File: config.mk
export PLATFORM = sky130hd
export DESIGN_NAME = corr_window_engine
export DESIGN_NICKNAME = d
export VERILOG_FILES = /design/src/rtl/corr_window_engine.sv
export SDC_FILE = /design/constraint.sdc
export NUM_CORES = 1
export LEC_CHECK = 0
export BUFFER_PORTS_ARGS = -buffer_cell sky130_fd_sc_hd__buf_4
export CAP_MARGIN = 20
export CORE_MARGIN = 4
export CORE_UTILIZATION = 28
export CTS_CLUSTER_DIAMETER = 50
export CTS_CLUSTER_SIZE = 16
export DETAILED_ROUTE_END_ITERATION = 8
export SLEW_MARGIN = 5
export SYNTH_ARGS = -nofsm -noshare
export SYNTH_HDL_FRONTEND = slang
export SYNTH_SLANG_ARGS = --single-unit
File: constraint.sdc
create_clock -name iCLK -period 4.8 [get_ports iCLK]
set_input_delay 0.96 -clock iCLK [delete_from_list [all_inputs] [get_ports iCLK]]
set_output_delay 0.96 -clock iCLK [all_outputs]
set_load 0.05 [all_outputs]
File: src/rtl/corr_window_engine.sv
// Template/frame window correlator: streams one pixel pair per cycle, returns a 32-bit score per window.
// Optional build macro CORR_SAD_EN switches the score from sum of products to inverted sum of absolute differences.
module corr_window_engine #(
    parameter int H_RES   = 640,
    parameter int V_RES   = 480,
    parameter int TPL_W   = 16,
    parameter int TPL_H   = 16,
    parameter int PIX_W   = 8,
    parameter int FADDR_W = 19,
    parameter int TADDR_W = 8
) (
    input  logic               iCLK,
    input  logic               iRST,
    input  logic               iStart,
    input  logic [12:0]        iX,
    input  logic [12:0]        iY,
    output logic [FADDR_W-1:0] oFrameAddr,
    input  logic [PIX_W-1:0]   iFramePix,
    output logic [TADDR_W-1:0] oTplAddr,
    input  logic [PIX_W-1:0]   iTplPix,
    output logic [31:0]        oCorr,
    output logic               oCorrFinished,
    output logic               oBusy
);

    localparam int          STAGES    = 2;
    localparam logic [31:0] LAST_ADDR = 32'(H_RES * V_RES - 1);
    localparam logic [31:0] ROW_STEP  = 32'(H_RES - (TPL_W - 1));

    typedef enum logic [1:0] {IDLE, RUN, DRAIN, DONE} state_t;

    state_t            state;
    logic [15:0]       txCnt, tyCnt;
    logic [31:0]       curX, curY, rawAddr;
    logic [1:0]        drainCnt;
    logic [STAGES:0]   vldPipe;
    logic [2*PIX_W-1:0] prod;
    logic [31:0]       acc;

    logic              lastPair, txWrap, nxtIn, vldNext;
    logic [31:0]       nxtX, nxtY, nxtRaw;
    logic [PIX_W-1:0]  absDiff;

    // Next coordinate: the start point while idle, otherwise one incremental step.
    always_comb begin
        txWrap   = (txCnt == 16'(TPL_W - 1));
        lastPair = txWrap && (tyCnt == 16'(TPL_H - 1));
        nxtX     = curX;
        nxtY     = curY;
        nxtRaw   = rawAddr;
        if (state == IDLE) begin
            nxtX   = 32'(iX);
            nxtY   = 32'(iY);
            nxtRaw = 32'(iY) * 32'(H_RES) + 32'(iX);
        end else if (txWrap) begin
            nxtX   = curX - 32'(TPL_W - 1);
            nxtY   = curY + 32'd1;
            nxtRaw = rawAddr + ROW_STEP;
        end else begin
            nxtX   = curX + 32'd1;
            nxtRaw = rawAddr + 32'd1;
        end
        nxtIn   = (nxtX < 32'(H_RES)) && (nxtY < 32'(V_RES));
        vldNext = 1'b0;
        if ((state == IDLE && iStart) || (state == RUN && !lastPair))
            vldNext = nxtIn;
        absDiff = (iFramePix > iTplPix) ? iFramePix - iTplPix : iTplPix - iFramePix;
    end

    // Valid bits follow each pair; an out-of-frame pair contributes nothing.
    always_ff @(posedge iCLK) begin
        if (iRST) begin
            vldPipe <= '0;
            prod    <= '0;
            acc     <= '0;
        end else begin
            vldPipe <= {vldPipe[STAGES-1:0], vldNext};
            if (vldPipe[1]) begin
`ifdef CORR_SAD_EN
                prod <= {{PIX_W{1'b0}}, absDiff};
`else
                prod <= iFramePix * iTplPix;
`endif
            end else begin
                prod <= '0;
            end
            if (state == IDLE && iStart)
                acc <= '0;
            else if (vldPipe[2])
                acc <= acc + 32'(prod);
        end
    end

    always_ff @(posedge iCLK) begin
        if (iRST) begin
            state         <= IDLE;
            txCnt         <= '0;
            tyCnt         <= '0;
            curX          <= '0;
            curY          <= '0;
            rawAddr       <= '0;
            drainCnt      <= '0;
            oFrameAddr    <= '0;
            oTplAddr      <= '0;
            oCorr         <= '0;
            oCorrFinished <= 1'b0;
        end else begin
            oCorrFinished <= 1'b0;
            case (state)
                IDLE: if (iStart) begin
                    curX       <= nxtX;
                    curY       <= nxtY;
                    rawAddr    <= nxtRaw;
                    txCnt      <= '0;
                    tyCnt      <= '0;
                    oFrameAddr <= FADDR_W'(nxtIn ? nxtRaw : LAST_ADDR);
                    oTplAddr   <= '0;
                    state      <= RUN;
                end
                RUN: if (lastPair) begin
                    drainCnt <= '0;
                    state    <= DRAIN;
                end else begin
                    curX       <= nxtX;
                    curY       <= nxtY;
                    rawAddr    <= nxtRaw;
                    oFrameAddr <= FADDR_W'(nxtIn ? nxtRaw : LAST_ADDR);
                    oTplAddr   <= oTplAddr + TADDR_W'(1);
                    if (txWrap) begin
                        txCnt <= '0;
                        tyCnt <= tyCnt + 16'd1;
                    end else begin
                        txCnt <= txCnt + 16'd1;
                    end
                end
                DRAIN: if (drainCnt == 2'd2) begin
`ifdef CORR_SAD_EN
                    oCorr <= 32'hFFFF_FFFF - acc;
`else
                    oCorr <= acc;
`endif
                    oCorrFinished <= 1'b1;
                    state         <= DONE;
                end else begin
                    drainCnt <= drainCnt + 2'd1;
                end
                DONE: state <= IDLE;
                default: state <= IDLE;
            endcase
        end
    end

    assign oBusy = (state != IDLE);

endmodule

==> flow_metrics.tcl, run 1 <==
set metrics [dict create \
    postPlaceCellArea_sq_mm 0.01749 \
    stdcell_area_sq_mm 0.01846 \
    syn-num-nets 2199 \
    gp_congestion 0.9054 \
    n_fill_cell 5780 \
    regArea_sq_mm 0.004606 \
    place_ws_ps -402.9 \
    nNetsFinal 2283 \
    grt_pass1_wl_microns 72830 \
    fmaxAchievable_mhz 216.8 \
    grt_usage_pct 14.35 \
    cp_common_cell "or4_4" \
    met3WireLength_microns 2193 \
    synth_top_flop_cell "dfxtp_1" \
    drive_gt1_share_pct 11.77 \
    skew_ps 36.65 \
    clockBufferDepth 3 \
    synth-seq-area-share_pct 29.48 \
    crit_chain "nor4_2 -> nand4_1 -> inv_2 -> ha_4 -> a41oi_4 -> nand4_2 -> or2_1 -> or4_4 -> nand3b_1 -> a31oi_1 -> or4_4 -> nor4_4 -> buf_4 -> and2_4 -> a311oi_1" \
    routed_wl_microns 43980 \
    yosysMostFrequentCell "nand2_1" \
    worstSetupStartpointType "register" \
    io_buffers 105 \
    holdBufCountCts 0 \
    grt_overflow_total 0 \
    fin_crit_sh_pct 96.09 \
    holdWs_ps 452.7 \
    yosys-top-cells-area "dfxtp_1 29%, ha_1 7.0%, nand2_1 6.0%" \
    drt-pass1-iter-count 5 \
    synthToLayoutAreaGrowth_pct 18.18 \
    insertion_delay_ps 580 \
    wl_per_cell_microns 15.27 \
    outcome "finished, final reports clean" \
    antenna_found_initial 0 \
    cp_max_fo 11 \
    design.core.area_sq_mm 0.05520 \
    placed_cells 2826 \
    syn_inst 2027 \
    p_per_area_mw_per_mm2 439.1 \
    grt_max_degree 123 \
    first_global_vias 14314 \
    ys_seq_elements 230 \
    min_period_ps 4612 \
    rsz0062_at_grt "false" \
    synth.top_cell.area_share_pct 29.48 \
    crit_type "reg -> reg" \
    m1WireLength_microns 21070 \
    drt_iter0_markers 1003 \
    timing_max_transition_violations_final 0 \
    die_w_microns 244.2 \
    max-slew-margin-rel_pct 39.15 \
    cts_buffers 28 \
    critPathArrivalTime_ps 5040 \
    synth_edf_count 0 \
    finalSetupViolCount 0 \
    dieHeight_microns 244.2 \
    drt.antenna.violating_nets 0 \
    die_area_sq_mm 0.05962 \
    synth_area_per_cell_sq_um 7.705 \
    drv_cap 0 \
    dp_hpwl_microns 31440 \
    num_rows 86 \
    vdd_drop_max_mv 0.3590 \
    cts_tree "done" \
    cp_slowest_cell "or4_4" \
    initial_core_util_pct 28.29 \
    vias_per_cell 5.022 \
    num_vias 14464 \
    io_pins 106 \
    cpPeakStageDelay_ps 580 \
    synth_cell_type_count 78 \
    p_leak_nw 7.221 \
    synth_top_cell_by_area "dfxtp_1" \
    fin_util_pct 33.44 \
    cts_sinks 230 \
    worst_slack_ps 187.8 \
    routed-wl-met2_microns 19350 \
    final_hold_viol_count 0 \
    synth-async-reset-ratio_pct 0 \
    htreeDepth 1 \
    yosys_warnings 0 \
    syn_area_sq_mm 0.01562 \
    synth_common_cells "251 x nand2_1, 247 x nor2_1, 230 x dfxtp_1" \
    worstMarginPinSlew_ps 912.7 \
    crit_required_ps 5230 \
    cts-root-buf "clkbuf_16" \
    worstHoldPathType "reg -> reg" \
    antenna_cells 0 \
    drcViolationCount 0 \
    multi_input_area_sq_mm 0.01033 \
    clk_pin_slew_ps 70 \
    finalPower_mw 8.105 \
    finalSetupTns_ps 0 \
    top_layer_used "met4" \
    instances_no_fill 2880 \
    crit_path_end_kind "register" \
]
[area by class of cell]
| type | instances | share of cell area (%) |
|---|---|---|
| Inverter | 84 | 1.708 |
| Clock buffer | 32 | 3.993 |
| Multi-Input combinational cell | 1598 | 55.95 |
| Tap cell | 748 | 5.071 |
| Clock inverter | 19 | 1.125 |
| Sequential cell | 230 | 24.95 |
| Timing Repair Buffer | 169 | 7.199 |
[repair_timing]
| item | CTS | global route |
|---|---|---|
| buffers inserted | 0 | 1 |
| resized for setup | 0 | 4 |
| setup endpoints to repair | 0 | 13 |
[where the power goes]
group,internal (mW),total (mW),switching [mW],leakage (nW)
registers,2.15,2.45,0.299,1.87
logic,1.26,3.50,2.23,4.91
clock network,1.20,2.16,0.962,0.446
total,4.61,8.10,3.49,7.22
[layer usage]
| metal | track usage (%) | vias to the layer above |
|---|---|---|
| met1 | 19.75 | 6758 |
| met3 | 2.259 | 84 |
| li1 | - | 7258 |
| met5 | 0 | - |
| met2 | 23.15 | 364 |
| met4 | 4.388 | 0 |
[cells in the final DEF, fill, tap and decap left out, types with 7 or more instances in the layout]
cell type,Yosys,routed
fa_1,39,38
and4_1,9,9
a22oi_1,12,12
inv_1,82,81
o21a_1,7,7
nor3_1,58,58
clkbuf_16,0,29
xor2_1,65,65
nor4_1,21,18
and2_1,48,47
nand4_1,40,40
nor2_1,247,246
a21oi_1,156,156
o21ai_0,99,96
or4_1,14,14
xnor2_1,71,71
nor3b_1,8,8
mux2i_1,25,25
buf_4,0,163
ha_1,88,85
a211oi_1,33,33
dfxtp_1,230,229
nand2_1,251,251
nor2b_1,12,12
nand2b_1,17,17
a311oi_1,9,9
nand3_1,74,74
o31ai_1,11,11
o31a_1,7,7
or3_1,30,30
a31oi_1,14,13
nand3b_1,7,7
and3_1,29,29
a21o_1,10,10
[sequential cells by signal, summed over array words and instances (netlist names)]
register and flops:
oCorrFinished 1, oTplAddr 8, curY 32, curX 32, vldPipe 3, state 2, prod 16, rawAddr 19
tyCnt 16, oFrameAddr 19, oCorr 32, acc 32, drainCnt 2, txCnt 16
[final timing paths]
| check | start | end | slack, ps | cells after the start |
|---|---|---|---|---|
| worst max register to register | txCnt[4] | oFrameAddr[5] | 190 | 15 |
| worst min-delay path | oFrameAddr[16] | oFrameAddr[16] | 450 | 2 |
| worst max-delay path | txCnt[4] | oFrameAddr[5] | 190 | 15 |
| worst min register to register | oFrameAddr[16] | oFrameAddr[16] | 450 | 2 |
[worst max-delay path, delay by kind of cell, from the launching register on]
| kind | cells | cell delay [ps] |
|---|---|---|
| simple gates | 9 | 2940 |
| buf+inv | 2 | 400 |
| fa+ha+maj | 1 | 230 |
| compound gates | 3 | 530 |
| flops | 1 | 360 |
[cell families (layout without fill, tap and decap cells)]
group	count (synthesis)	in the layout	share of synthesized area (%)
compound gates	420	420	16.57
xor+xnor	136	136	7.626
fa+ha+maj	128	128	12.11
buf+inv	199	304	5.007
flops	230	230	29.48
mux	27	27	1.746
simple gates	887	887	27.46
Note: power is estimated with default switching activity, not from simulation.
==> inputs of run 2 (changes only) <==
==> constraint.sdc (replaced) <==
create_clock -name iCLK -period 5.6 [get_ports iCLK]
set_input_delay 1.12 -clock iCLK [delete_from_list [all_inputs] [get_ports iCLK]]
set_output_delay 1.12 -clock iCLK [all_outputs]
set_load 0.05 [all_outputs]
==> flow_metrics.tcl, run 2 (synthesis results as in run 1) <==
set metrics [dict create \
    holdBufCountCts 0 \
    drive_gt1_share_pct 10.22 \
    outcome "finished, final reports clean" \
    max-slew-margin-rel_pct 31.06 \
    dp_hpwl_microns 31040 \
    finalSetupTns_ps 0 \
    first_global_vias 13998 \
    use_met3_pct 1.919 \
    grt_max_degree 88 \
    worstMarginPinSlew_ps 1030 \
    num_rows 86 \
    wl_per_cell_microns 15.23 \
    rrSetupSlack_ps 570 \
    cts_resized 0 \
    final_cell_mix "251 x nand2_1, 246 x nor2_1, 230 x dfxtp_1, 156 x a21oi_1, 132 x buf_4" \
    cpPeakStageDelay_ps 510 \
    min_period_ps 5034 \
    use_met1_pct 18.85 \
    grt_pass1_wl_microns 71080 \
    drv_cap 0 \
    postCtsSetupBuffers 0 \
    io_pins 106 \
    io_buffers 105 \
    fin_util_pct 33.08 \
    grt_overflow_total 0 \
    clk_pin_slew_ps 60 \
    top_usage_layer "met2" \
    die_area_sq_mm 0.05962 \
    crit_required_ps 6050 \
    grt_usage_pct 14.03 \
    grtUsageMet2_pct 23.41 \
    die_w_microns 244.2 \
    final_hold_viol_count 0 \
    htreeDepth 1 \
    cts-root-buf "clkbuf_16" \
    nNetsFinal 2252 \
    drt.antenna.violating_nets 0 \
    final_common_cell "nand2_1" \
    p_per_area_mw_per_mm2 387.0 \
    rsz0062_at_grt "false" \
    clockBufferDepth 3 \
    instances_no_fill 2851 \
    vias_per_cell 5.108 \
    worst_slack_ps 565.6 \
    dieHeight_microns 244.2 \
    drt_iter0_markers 853 \
    gp_congestion 0.8944 \
    drcViolationCount 0 \
    cp_max_fo 12 \
    crit_chain "nor4_1 -> nand4_1 -> inv_1 -> ha_1 -> and3_1 -> a31o_2 -> buf_4 -> and3_1 -> a22oi_1 -> xor2_1 -> nand3_1 -> or4_1 -> o31ai_2 -> nand2_1 -> a211oi_1" \
    drt-pass1-iter-count 6 \
    design.core.area_sq_mm 0.05520 \
    cp_common_cell "and3_1" \
    cts_buffers 30 \
    crit_path_end_kind "register" \
    fin_crit_sh_pct 89.90 \
    antenna_cells 0 \
    placed_cells 2795 \
    finalPower_mw 7.067 \
    vdd_drop_max_mv 0.3487 \
    routed_wl_microns 43430 \
    p_leak_nw 7.125 \
    worstSetupStartpointType "register" \
    crit_type "reg -> reg" \
    critPathArrivalTime_ps 5490 \
    antenna_found_initial 0 \
    synthToLayoutAreaGrowth_pct 16.92 \
    fmaxAchievable_mhz 198.6 \
    timing_max_transition_violations_final 0 \
    place_ws_ps 118.5 \
    cp_slowest_cell "or4_1" \
    cts_sinks 230 \
    num_vias 14563 \
    insertion_delay_ps 580 \
    finalSetupViolCount 0 \
    cts_tree "done" \
    initial_core_util_pct 28.29 \
    worstHoldPathType "reg -> reg" \
    skew_ps 13.92 \
]
[run 2: changes by cell type in the layout (fill, tap and decap cells not counted), sizes merged]
| cell | before | now |
|---|---|---|
| buf | 169 | 136 |
| bufinv | 1 | 4 |
| clkinv | 6 | 9 |
| clkinvlp | 5 | 3 |
| clkbuf | 32 | 31 |
| inv | 91 | 92 |
[run 2: final cells by class]
| type | instances | area, sq um |
|---|---|---|
| Clock inverter | 24 | 307.8 |
| Tap cell | 748 | 935.9 |
| Multi-Input combinational cell | 1598 | 10270 |
| Clock buffer | 31 | 764.5 |
| Sequential cell | 230 | 4604 |
| Fill cell | 5827 | 36940 |
| Timing Repair Buffer | 136 | 1064 |
| Inverter | 84 | 315.3 |
[run 2: metal layers]
layer / share of wire, % / vias to the layer above
met1: 46 / 6907
met2: 46 / 376
met5: 0 / -
met3: 4.8 / 85
met4: 3.2 / 0
li1: - / 7195
[run 2: power breakdown]
| group | leakage (nW) | switching (mW) | internal (mW) |
|---|---|---|---|
| clock | 0.518 | 0.847 | 1.21 |
| sequential | 1.87 | 0.249 | 1.84 |
| combinational | 4.74 | 1.90 | 1.01 |
[run 2: worst paths after layout]
| path | start | endpoint | cells after the start |
|---|---|---|---|
| worst max-delay path | txCnt[11] | vldPipe[0] | 15 |
| worst min-delay path | oFrameAddr[14] | oFrameAddr[14] | 2 |
| worst max register to register | txCnt[11] | vldPipe[0] | 15 |
| worst min register to register | oFrameAddr[14] | oFrameAddr[14] | 2 |
[run 2: through the flow]
stage	area, sq um	hold slack (ps)
2_1_floorplan	15620	413.8
5_1_grt	18260	475.1
4_1_cts	18260	456.3
6_report	18260	453.1
3_3_place_gp	17160	443.5
3_5_place_dp	17180	446.9
[run 2: critical path: cells and delay by family, from the launching register on]
family	cells	cell delay, ps
simple gates	7	2330
buf+inv	2	330
xor+xnor	1	220
flops	1	350
compound gates	4	1380
fa+ha+maj	1	290
